[src/rtl/alu_mc.sv]
// Multi-cycle accumulator ALU: single-cycle ops plus an optional WIDTH-cycle
// shift-add multiplier, built only when ALU_MUL_EN is defined.
module alu_mc #(
  parameter int WIDTH = 16
) (
  input  logic             clock,
  input  logic             rst_n,
  input  logic             start,
  input  logic [2:0]       control,
  input  logic [WIDTH-1:0] ac_in,
  input  logic [WIDTH-1:0] bus_in,
  output logic [WIDTH-1:0] data_out,
  output logic [WIDTH-1:0] data_hi,
  output logic             flag_z,
  output logic             flag_c,
  output logic             flag_n,
  output logic             flag_v,
  output logic             busy,
  output logic             done
);

  localparam int M = WIDTH - 1;
  localparam logic [2:0] OP_PASS = 3'd0, OP_ADD = 3'd1, OP_SUB = 3'd2, OP_AND = 3'd3,
                         OP_OR   = 3'd4, OP_SHL = 3'd5, OP_SHR = 3'd6, OP_MUL = 3'd7;

  logic [WIDTH-1:0] dout_q, dhi_q;
  logic             z_q, c_q, n_q, v_q, done_q;
  logic [WIDTH:0]   sum, diff;
  logic [WIDTH-1:0] res_d;
  logic             c_d, v_d;
  logic             idle, single_go;

`ifdef ALU_MUL_EN
  localparam int CW = $clog2(WIDTH);
  typedef enum logic {IDLE, MUL_RUN} state_t;

  state_t             state_q;
  logic [WIDTH-1:0]   a_q;
  logic [2*WIDTH-1:0] prod_q, prod_d;
  logic [CW-1:0]      cnt_q;
  logic [WIDTH:0]     part;

  // Low half starts as B and shifts out one multiplier bit per cycle while
  // the product grows in from the top.
  assign part   = {1'b0, prod_q[2*WIDTH-1:WIDTH]} + (prod_q[0] ? {1'b0, a_q} : '0);
  assign prod_d = {part, prod_q[WIDTH-1:1]};
  assign idle   = (state_q == IDLE);
  assign busy   = (state_q == MUL_RUN);
`else
  assign idle = 1'b1;
  assign busy = 1'b0;
`endif

  assign single_go = start && idle && (control != OP_MUL);

  always_comb begin
    sum   = {1'b0, ac_in} + {1'b0, bus_in};
    diff  = {1'b0, ac_in} - {1'b0, bus_in};
    res_d = bus_in;
    c_d   = 1'b0;
    v_d   = 1'b0;
    case (control)
      OP_PASS: res_d = bus_in;
      OP_ADD: begin
        res_d = sum[M:0];
        c_d   = sum[WIDTH];
        v_d   = (ac_in[M] == bus_in[M]) && (sum[M] != ac_in[M]);
      end
      OP_SUB: begin
        res_d = diff[M:0];
        c_d   = diff[WIDTH];
        v_d   = (ac_in[M] != bus_in[M]) && (diff[M] != ac_in[M]);
      end
      OP_AND: res_d = ac_in & bus_in;
      OP_OR:  res_d = ac_in | bus_in;
      OP_SHL: begin
        res_d = {ac_in[M-1:0], 1'b0};
        c_d   = ac_in[M];
      end
      OP_SHR: begin
        res_d = {1'b0, ac_in[M:1]};
        c_d   = ac_in[0];
      end
      default: res_d = bus_in;
    endcase
  end

  always_ff @(posedge clock or negedge rst_n) begin
    if (!rst_n) begin
      dout_q  <= '0;
      dhi_q   <= '0;
      z_q     <= 1'b0;
      c_q     <= 1'b0;
      n_q     <= 1'b0;
      v_q     <= 1'b0;
      done_q  <= 1'b0;
`ifdef ALU_MUL_EN
      state_q <= IDLE;
      a_q     <= '0;
      prod_q  <= '0;
      cnt_q   <= '0;
`endif
    end else begin
      done_q <= 1'b0;
      if (single_go) begin
        dout_q <= res_d;
        dhi_q  <= '0;
        z_q    <= (res_d == '0);
        n_q    <= res_d[M];
        c_q    <= c_d;
        v_q    <= v_d;
        done_q <= 1'b1;
      end
`ifdef ALU_MUL_EN
      if (idle && start && (control == OP_MUL)) begin
        a_q     <= ac_in;
        prod_q  <= {{WIDTH{1'b0}}, bus_in};
        cnt_q   <= '0;
        state_q <= MUL_RUN;
      end
      if (state_q == MUL_RUN) begin
        prod_q <= prod_d;
        cnt_q  <= cnt_q + 1'b1;
        if (cnt_q == CW'(WIDTH - 1)) begin
          dout_q  <= prod_d[WIDTH-1:0];
          dhi_q   <= prod_d[2*WIDTH-1:WIDTH];
          z_q     <= (prod_d == '0);
          n_q     <= prod_d[2*WIDTH-1];
          c_q     <= (prod_d[2*WIDTH-1:WIDTH] != '0);
          v_q     <= 1'b0;
          done_q  <= 1'b1;
          state_q <= IDLE;
        end
      end
`else
      // Without the multiplier, opcode 7 only acknowledges.
      if (start && (control == OP_MUL)) done_q <= 1'b1;
`endif
    end
  end

  assign data_out = dout_q;
  assign data_hi  = dhi_q;
  assign flag_z   = z_q;
  assign flag_c   = c_q;
  assign flag_n   = n_q;
  assign flag_v   = v_q;
  assign done     = done_q;

endmodule

[config.mk]
export PLATFORM = sky130hd
export DESIGN_NAME = alu_mc
export DESIGN_NICKNAME = d
export VERILOG_FILES = /design/src/rtl/alu_mc.sv
export SDC_FILE = /design/constraint.sdc
export NUM_CORES = 1
export LEC_CHECK = 0
export ABC_CLOCK_PERIOD_IN_PS = 800
export CAP_MARGIN = 20
export CORE_UTILIZATION = 40
export DETAILED_ROUTE_END_ITERATION = 8
export PLACE_DENSITY = 0.66
export SYNTH_ARGS = -nofsm -noshare
export SYNTH_HDL_FRONTEND = slang
export SYNTH_SLANG_ARGS = --single-unit
[constraint.sdc]
create_clock -name clock -period 0.8 [get_ports clock]
set_input_delay 0.08 -clock clock [delete_from_list [all_inputs] [get_ports clock]]
set_output_delay 0.08 -clock clock [all_outputs]
set_load 0.01 [all_outputs]
==> summary.md, run 1 <==
| Metric | Value |
|---|---|
| Status | `complete, but fails checks` |
| Failing checks | `setup timing` |
| Critical path cell sequence | `clkdlybuf4s50_1 > inv_1 > buf_4 > ha_1 > nand2b_1 > a21oi_1 > o31ai_1 > nand3_1 > o32a_1 > a2111oi_4 > nand4_1 > o31ai_2` |
| Post-Synthesis Cells | `between 500 and 600` |
| Number of global-route vias before repair | `5023` |
| P per Cell Area | `1030 nW/µm²` |
| Die Width | `approximately 99 µm` |
| Synth top area cells | `ha_1 17%, dfrtp_1 13%, a21oi_1 5.9%, inv_1 4.7%, nand2_1 3.9%` |
| Layout Cells excl Fill | `between 800 and 900` |
| Sequential element share of the synthesized area | `13.2%` |
| Asr flop ratio synth | `100%` |
| Share of post-route cells with drive strength above 1 | `56.4%` |
| HPWL after DPL | `between 10 and 15 mm` |
| WL per Instance | `18.5 µm` |
| Drt via density | `5.69` |
| Max Fclk | `0.371 GHz` |
| Die Span Y | `99.3 µm` |
| Buf/Inv on CP | `3` |
| Root Buffer | `clkbuf_8` |
| Initial antenna violation count | `0` |
| Placed Cells | `between 800 and 900` |
| Fillers | `approximately 620` |
| Max Slew Vio Count | `0` |
| Via count | `4927` |
| 1st-iter DRT viols | `274` |
| First-pass GRT wire length | `around 25 mm` |
| Critical path's slowest cell | `clkdlybuf4s50_1` |
| Reg area | `500 µm²` |
| Final setup fails | `40` |
| Crit start category | `primary input` |
| Drt drc | `0` |
| Fin crit period | `2.70 ns` |
| Worst VDD drop | `around 0.9 mV` |
| Hold Vio Cnt, Final | `0` |
| Crit path DAT | `around 2.9 ns` |
| # port buffers | `58` |
| Slew headroom | `between 60 and 70%` |
| Area growth, synth to finish | `83.3%` |
| Period utilization | `337%` |
| Crit path max fanout | `2` |
| RSZ-0062 raised after global routing | `yes` |
| Die area | `9860 µm²` |
| Core Footprint | `9200 µm²` |
| Final wirelength | `between 15 and 20 mm` |
| Synth cell types | `79` |
| Grt ovf | `0` |
| # rows | `35` |
| Synth Cell Area | `3790 µm²` |
| Ant. Diodes | `0` |
| Starting Density | `41.2%` |
| Total CTS buffers | `3` |
| # H-tree levels | `1` |
| Max incr delay on CP | `0.49 ns` |
| Final instance area | `6940 µm²` |
| Worst Tran Pin Value | `0.583 ns` |
| Leakage | `0.00328 µW` |
| Worst Clk Skew | `0 ns` |
| CP Capture Type | `flip-flop` |
| Clock Path Buffers | `2` |
| Antenna-violating nets left | `0` |
| Synth warnings | `0` |
| Total placed instance area | `about 5700 µm²` |
| Global Route Usage Sum | `31.4%` |
| CP delay by family, top | `compound AO/OA/AOI/OAI gates` |
| Avg Inst Size Synth | `~7.5 µm²` |
| Tightest Hold Check Type | `primary input to asynchronous set/reset pin` |
| CTS tree | `built` |
| # IOs | `76` |
| Synth top area share | `16.5%` |
| Post-route setup slack | `-1.90 ns` |
| Post-synth top cells | `50 x ha_1, 47 x inv_1, 45 x a21oi_1, 39 x nand2_1, 33 x nor2_1` |
| Final RePlAce weighted congestion | `0.907` |
| Footprint of the multi-input gates | `3700 µm²` |
| Largest net degree at the start of global routing | `25` |
| WP data required | `0.97 ns` |
| Hold_buf cts | `0` |
| Synth Flop Type | `dfrtp_1` |
| CTS Sinks | `20` |
| Flops & latches, synth | `20` |
| Max cap viols | `0` |
| Layout Nets | `846` |
| Clk Latency, worst-skew pair | `about 0.25 ns` |
| Largest area contributor in the netlist | `ha_1` |
| Clk slew on worst S/H paths | `0.08 ns` |
| WS Path Type | `primary input to flip-flop` |
| Most frequent cell after synthesis | `ha_1` |
| DR pass1 iterations | `5` |
| Post-synth EDFFs | `0` |
## sequential cells by signal, indices dropped and copies added (netlist names)
| register | count |
|---|---|
| done | 1 |
| flag_c | 1 |
| flag_v | 1 |
| flag_z | 1 |
| data_out | 16 |
## cells in the final DEF, fill, tap and decap left out, types with 5 or more instances in the layout
cell	Yosys	layout
buf_2	9	22
nor2_1	33	29
a21o_1	11	11
buf_6	1	33
o21ai_1	4	5
a21oi_2	0	10
o21ai_2	1	9
dlygate4sd2_1	0	6
buf_4	18	193
mux2_4	0	6
inv_1	47	23
nor3_1	9	5
dfrtp_1	20	20
inv_2	1	19
nand2b_1	7	6
ha_2	0	11
ha_4	0	19
ha_1	50	20
nor2b_1	7	6
clkdlybuf4s50_1	0	10
a21oi_4	0	5
o21ai_0	27	16
buf_8	0	7
clkbuf_2	0	5
nand2_1	39	37
conb_1	1	17
a31oi_1	12	10
a21oi_1	45	30
## worst paths after layout
check                        startpoint      endpoint  slack, ns  depth (start not counted)
min                               rst_n        flag_v       0.16                          2
max                          bus_in[11]        flag_z      -1.90                         12
min in group clock           control[2]   data_out[0]       0.45                          5
max in group asynchronous         rst_n          done       0.50                          2
max reg2reg                data_out[15]  data_out[15]      -0.11                          2
min reg2reg                data_out[11]  data_out[11]       0.49                          2
## through the flow
| step | TNS [ns] | worst slack, ns | utilization (%) | total power (µW) | hold WS, ns |
|---|---|---|---|---|---|
| final | -25.72 | -1.90 | 75.5 | 7140 | 0.156 |
| after global routing | -27.44 | -2.01 | 75.5 | 7510 | 0.169 |
| after CTS | -24.35 | -1.84 | 70.8 | 6560 | 0.161 |
| after detailed placement | -40.33 | -2.62 | 62.0 | 5190 | 0.438 |
| after global placement | -39.36 | -2.52 | 62.0 | 5100 | 0.431 |
| after floorplan | -20.32 | -1.77 | - | 3270 | -0.216 |
## layout make-up
| type | instances | area share, % |
|---|---|---|
| multi-input combinational | 399 | 53.4 |
| inverter | 48 | 3.05 |
| timing repair buffer | 284 | 33.6 |
| clock buffer | 4 | 0.793 |
| tap | 111 | 2.00 |
| sequential | 20 | 7.21 |
## layer usage
layer / part of all wire, % / vias up / GRT usage (%)
met5: 0 / - / 0
met2: 51 / 206 / 58.1
met4: 6.6 / 0 / 16.3
li1: - / 2299 / -
met3: 5.0 / 85 / 3.65
met1: 38 / 2337 / 35.2
## cells by family (layout without fill, tap and decap cells)
kind of cell / Yosys count / count (layout) / synth area share, %
buf+inv: 100 / 336 / 12.2
fa+ha+maj: 52 / 52 / 17.6
flops: 20 / 20 / 13.2
other cells: 1 / 17 / 0.0990
mux: 11 / 11 / 3.44
simple gates: 131 / 131 / 17.2
xor+xnor: 6 / 6 / 1.39
compound gates: 182 / 182 / 34.9
## timing repair
item | in CTS | in global routing
gates resized for setup | 295 | 79
buffers inserted | 44 | 29
setup endpoints to repair | 40 | 40
pin swaps | 80 | 62
## where the power goes
part | internal (µW) | total [µW] | switching (µW)
sequential | 1180 | 1260 | 83.2
combinational | 2650 | 5090 | 2440
clock | 438 | 786 | 347
## worst reg2reg max path, delay by kind of cell (launching register included)
family	cells	cell delay, ns
flip-flops	1	0.41
multiplexers	1	0.26
buffers and inverters	1	0.13
Note: power is estimated with default switching activity, not from simulation.
==> inputs of run 2 (changes only) <==
- CORE_ASPECT_RATIO: default -> 0.9
- PLACE_DENSITY: 0.66 -> 0.77
==> run 2 against run 1 <==
  * The flow still finishes with violations (setup timing)
  * Setup slack lost 0.29 ns
  * Routed wire length grew 30%
  * Critical path depth grew 2
  * Register-to-register slack gained 0.02 ns
  * Die area is essentially flat
  * Global-route usage grew 0.81 points
  * Critical path type unchanged
  * Largest cell class unchanged
  * Highest routed layer unchanged
==> summary.md, run 2 (same netlist as run 1, synthesis figures left out) <==
| Metric | Value |
|---|---|
| Via count | `5708 (+16%)` |
| Die Span Y | `94.3 µm (-5.0%)` |
| Share of post-route cells with drive strength above 1 | `54.7% (-1.7 points)` |
| Fillers | `536 (-14%)` |
| Buf/Inv on CP | `3 (unchanged)` |
| Most used cell, CP | `buf_4` |
| Met1 wire length | `7.34 mm (+21%)` |
| FF-to-FF path depth | `2 (unchanged)` |
| Critical path's slowest cell | `fa_2` |
| WL per Instance | `23.6 µm (+28%)` |
| Met3 wire len | `2.72 mm (+240%)` |
| Final setup fails | `40 (unchanged)` |
| Worst Tran Pin Value | `0.782 ns (+0.198 ns)` |
| Failing checks | `setup timing` |
| Period utilization | `373% (+36 points)` |
| Part of the power in combinational logic | `71.1% (-0.2 points)` |
| CP delay by family, top | `compound AO/OA/AOI/OAI gates` |
| Worst Clk Skew | `0 ns (unchanged)` |
| WHS | `0.149 ns (-0.00639 ns)` |
| First-pass GRT wire length | `24.9 mm (+1.5%)` |
| CP startpoint | `bus_in[0]` |
| Final wirelength | `20.9 mm (+30%)` |
| TNS Setup | `-29.82 ns (-4.10 ns)` |
| Core Footprint | `9170 µm² (-0.33%)` |
| Die area | `9860 µm² (about the same)` |
| Total placed instance area | `5890 µm² (+3.4%)` |
| Largest net degree at the start of global routing | `21 (-16%)` |
| Root Buffer | `clkbuf_8` |
| Critical path depth in cells | `14 (+2)` |
| RSZ-0062 raised after global routing | `yes` |
| Max Fclk | `0.335 GHz (-9.6%)` |
| Clock network power share | `12.9% (+1.9 points)` |
| HPWL after DPL | `10.8 mm (-2.9%)` |
| FF-to-FF Start | `data_out[8]` |
| Die Width | `105 µm (+5.3%)` |
| Max cap viols | `0 (unchanged)` |
| Internal Power | `4620 µW (+8.2%)` |
| Sw Ratio | `41.4% (+1.2 points)` |
| Worst VDD drop | `1.10 mV (+21%)` |
| CTS Sinks | `20 (unchanged)` |
| P per Cell Area | `1110 nW/µm² (+8.1%)` |
| Area growth, synth to finish | `87.2%` |
| Number of global-route vias before repair | `4972 (-1.0%)` |
| Sequential share of power | `16.0% (-1.6 points)` |
| Total CTS buffers | `3 (unchanged)` |
| Slew headroom | `47.9% (-13 points)` |
| Clock Path Buffers | `2 (unchanged)` |
| Crit path DAT | `3.16 ns (+0.30 ns)` |
| Tot Pwr | `7880 µW (+10%)` |
| Grt ovf | `0 (unchanged)` |
| Met2 wire len | `8.80 mm (+8.4%)` |
| 1st-iter DRT viols | `796 (+190%)` |
| NetSw | `3260 µW (+14%)` |
| Antenna-violating nets left | `0 (unchanged)` |
| Max Slew Vio Count | `0 (unchanged)` |
| # rows | `33 (-5.7%)` |
| WP data required | `0.98 ns (about the same)` |
| Commonest non-fill, non-tap cell in the layout | `buf_4` |
| Global Route Usage Sum | `32.2% (+0.81 points)` |
| WS Path Type | `primary input to flip-flop` |
| Place WS | `-2.61 ns (+0.00708 ns)` |
| Critical path cell sequence | `buf_8 > buf_4 > ha_4 > fa_2 > o21ba_4 > nor3_4 > buf_4 > nor3_1 > a221o_1 > a21oi_2 > o2111ai_2 > a2111oi_4 > nand4_1 > o31ai_2` |
| Final instance area | `7090 µm² (+2.1%)` |
| Top sig layer | `met4` |
| # H-tree levels | `1 (unchanged)` |
| Status | `complete, but fails checks` |
| Clk slew on worst S/H paths | `0.08 ns (about the same)` |
| CP Capture Type | `flip-flop` |
| # port buffers | `58 (unchanged)` |
| Drt drc | `0 (unchanged)` |
| Most frequent cells in the layout | `193 x buf_4, 41 x buf_6, 37 x nand2_1` |
| Layout Nets | `853 (+0.83%)` |
| Ant. Diodes | `0 (unchanged)` |
| Max incr delay on CP | `0.39 ns (-0.10 ns)` |
| # IOs | `76 (unchanged)` |
| Post-route setup slack | `-2.18 ns (-0.287 ns)` |
| DR pass1 iterations | `6 (+1)` |
| Final RePlAce weighted congestion | `0.975 (+7.6%)` |
| Max reg flops | `16 (unchanged)` |
| Hold Vio Cnt, Final | `0 (unchanged)` |
| Tightest Hold Check Type | `primary input to asynchronous set/reset pin` |
| Fin crit period | `2.98 ns (+0.287 ns)` |
| Crit start category | `primary input` |
| Leakage | `0.00334 µW (+1.9%)` |
| Starting Density | `41.3% (+0.13 points)` |
| Drt via density | `6.46 (+13%)` |
| Initial antenna violation count | `0 (unchanged)` |
| Crit path max fanout | `2 (unchanged)` |
| CTS tree | `built` |
| Clk Latency, worst-skew pair | `0.26 ns (about the same)` |
## run 2: repair_timing
| action | in CTS | in global routing |
|---|---|---|
| endpoints found under the setup margin | 40 | 40 |
| gates cloned | 2 | 1 |
| gates resized for setup | 271 | 83 |
| setup buffers | 32 | 19 |
| hold buffers | 0 | 0 |
| pin swaps | 61 | 45 |
## run 2: cell type report
class / count / area, µm² / share of cell area (%)
clock inverter: 1 / 30.0 / 0.424
inverter: 48 / 208 / 2.93
tap: 122 / 153 / 2.15
timing repair buffer: 291 / 2440 / 34.4
multi-input combinational: 399 / 3720 / 52.4
sequential: 20 / 500 / 7.06
clock buffer: 3 / 41.3 / 0.583
## run 2: power groups by stage
stage / logic (µW) / registers, µW / clock network [µW]
final: 5600 / 1260 / 1020
after global routing: 5780 / 1290 / 1050
after CTS: 4620 / 1260 / 1010
after detailed placement: 4050 / 1290 / 0
after global placement: 3950 / 1270 / 0
after floorplan: 1910 / 1360 / 0
## run 2: worst paths after layout
kind,endpoint,slack (ns)
max,flag_z,-2.18
min,data_out[7],0.15
max reg2reg,data_out[8],-0.09
min reg2reg,data_out[6],0.48
max in group asynchronous,data_out[4],0.51
min in group clock,data_out[6],0.48
## run 2: layer usage
| layer | vias up | GRT usage (%) |
|---|---|---|
| li1 | 2320 | - |
| met1 | 2653 | 39.9 |
| met2 | 545 | 54.4 |
| met3 | 190 | 5.13 |
| met4 | 0 | 15.7 |
| met5 | - | 0 |
## run 2: per-stage QoR
step,std cells,util (%)
after global placement,839,64.3
final,884,77.3
after detailed placement,839,64.3
after global routing,884,77.3
after floorplan,519,-
after CTS,871,72.5
==> RTL edit: new RTL, settings of run 2 <==
Register the output `data_hi` once more, cleared by the reset; this adds one clock of latency there. The other outputs are not delayed to match.
--- a/src/rtl/alu_mc.sv
+++ b/src/rtl/alu_mc.sv
@@ -141,5 +141,11 @@
 
   assign data_out = dout_q;
-  assign data_hi  = dhi_q;
+  always_ff @(posedge clock or negedge rst_n) begin
+    if (!rst_n) begin
+      data_hi <= '0;
+    end else begin
+      data_hi <= dhi_q;
+    end
+  end
   assign flag_z   = z_q;
   assign flag_c   = c_q;
Behaviour: no difference found for any inputs over 10 cycles, from zero or initial values and one cycle with rst_n low; that may be too few to reach the edited logic, so the function may still have changed.
==> RTL edit against run 2 <==
The flow still finishes with violations (setup timing); sequential share of layout area decreased by 0.30 points; non-clock buffer count increased by 21; sequential cell count unchanged; wire length decreased by 10%; design area increased by 4.4%; area after synthesis increased by 3.1%; sequential power about the same; power decreased by 5.4%; setup slack improved by 270 ps; first-iteration DRC count decreased by 40%; critical path depth increased by 2; critical endpoint unchanged; highest routed layer unchanged.
==> RTL edit: results (changes against run 2) <==
- Status: finished with violations
- Failing checks: setup timing
- Clock Path Buffers: 2 (unchanged)
- Max layer used: met4
- Hpwl dp: 11,800 um (+9.1%)
- Vias: 5,490 (-3.8%)
- Slowest CP cell: or4_1
- Vias per Instance: 5.96 (-7.7%)
- Drt drc: 0 (unchanged)
- Antenna violations before repair: 0 (unchanged)
- Async set-reset flop share out of synthesis: 100% (unchanged)
- Total CTS buffers: 3 (unchanged)
- First-pass GRT wire length: 27,500 um (+11%)
- Share of layout cells above drive strength 1: 57.4% (+2.7 points)
- Final setup viols: 40 (unchanged)
- Gr usage total: 34.7% (+2.5 points)
- Arrival time worst endpoint: 2880 ps (-280 ps)
- Register area share after synthesis: 12.8% (-0.39 points)
- LEAKAGE: 0.00341 uW (+2.3%)
- Wire per inst: 20.4 um (-14%)
- Maximum vdd drop: 1.00 mV (-8.9%)
- Number of global-route vias before repair: 5,384 (+8.3%)
- Routability cong.: 1.00 (+2.6%)
- Type of the most critical hold path: in2async
- Final Skew: 0 ps (unchanged)
- Post-synth top cells: 63 x nand2_1, 52 x ha_1, 43 x inv_1, 35 x a21oi_1, 34 x nor2_1
- Max Fanout on Critical Path: 3 (+1)
- Synth Register Bits: 20 (unchanged)
- Met2 routed WL: 8990 um (+2.1%)
- Synth cell types: 84 (+6.3%)
- DR iter-0 viols: 478 (-40%)
- Port Buf Inserts: 58 (unchanged)
- Fill cells: 569 (+6.2%)
- Mapped Cells: 516 (+2.6%)
- Synth Warn #: 0 (unchanged)
- H-tree depth: 1 (unchanged)
- Pin count of the biggest net entering global routing: 24 (+14%)
- Wl on met1: 7200 um (-1.8%)
- Initial DRT Pass Iterations: 5 (-1)
- Placed Cells: 856 (+2.0%)
- Synth area leaders: ha_1 17%, dfrtp_1 13%, nand2_1 6.1%
- Worst setup margin: -1910 ps (+270 ps)
- Sw Share: 41.9% (+0.48 points)
- Metal3 WL: 1620 um (-41%)
- Root Buffer: clkbuf_8
- Layout Nets: 893 (+4.7%)
- Critical path's largest stage delay: 560 ps (+170 ps)
==> RTL edit: changes by cell type after synthesis, moves of 4 or more <==
cell / delta
inv_1: -4
buf_6: +6
o21ai_0: +4
clkbuf_1: -5
a21oi_1: -10
nand2_1: +24
a21o_1: -8
mux2i_1: +4
buf_2: -5
o211ai_1: +7
==> RTL edit: power groups by stage <==
stage                     logic (uW)  clock network [uW]  registers, uW
after detailed placement        4100                   0           1280
after global routing            5830                 667           1270
final                           5570                 626           1260
after global placement          4010                   0           1260
after CTS                       5020                 637           1250
after floorplan                 1980                   0           1340
==> RTL edit: what timing repair did <==
item	CTS	global route
setup endpoints to repair	40	40
setup buffers	65	20
pin swaps	85	58
resized for setup	320	36
hold buffers	0	0
==> RTL edit: layer usage <==
metal	vias up	global-route usage (%)
li1	2400	-
met1	2590	41.8
met2	390	60.9
met3	110	4.87
met4	0	17.5
met5	-	0
==> RTL edit: cell families after synthesis <==
logic type,Yosys count,synth area share (%)
AOI/OAI and AO/OA,169,30.5
xor gates and xnor gates,6,1.35
adders and majority gates,54,17.7
buffers and inverters,92,12.5
DFF,20,12.8
muxes,14,4.46
other,1,0.0961
and+or+nand+nor,160,20.6
==> RTL edit: area by class of cell <==
type                            count  area share, %
Inverter                           44           2.55
Clock buffer                        3          0.558
Sequential cell                    20           6.76
Multi-Input combinational cell    420           53.2
Tap cell                          122           2.06
Timing Repair Buffer              312           34.8
==> RTL edit: final timing paths <==
check	startpoint	to	slack (ps)	depth (start not counted)
worst max-delay path	bus_in[0]	flag_z	-1910	16
worst min-delay path	rst_n	data_out[10]	170	2
worst max register to register	data_out[4]	data_out[4]	-170	3
worst min register to register	flag_v	flag_v	510	2
max in group asynchronous	rst_n	data_out[1]	500	2
min in group clock	flag_v	flag_v	510	2
==> RTL edit: per-stage QoR <==
step / setup WS (ps) / setup TNS (ps) / hold WS (ps) / area (um2) / util, %
floorplan: -1510 / -18310 / -216 / 4280 / -
global placement: -2500 / -39980 / 439 / 6140 / 66.1
detailed placement: -2440 / -41230 / 439 / 6140 / 66.1
CTS: -1960 / -27050 / 172 / 7180 / 77.3
global route: -2010 / -30230 / 177 / 7400 / 79.6
finish: -1910 / -28590 / 170 / 7400 / 79.6
==> RTL edit: critical path: cells and delay by family <==
family	cells	cell delay, ps
fa+ha+maj	1	160
simple gates	4	1050
compound gates	5	800
buf+inv	6	770
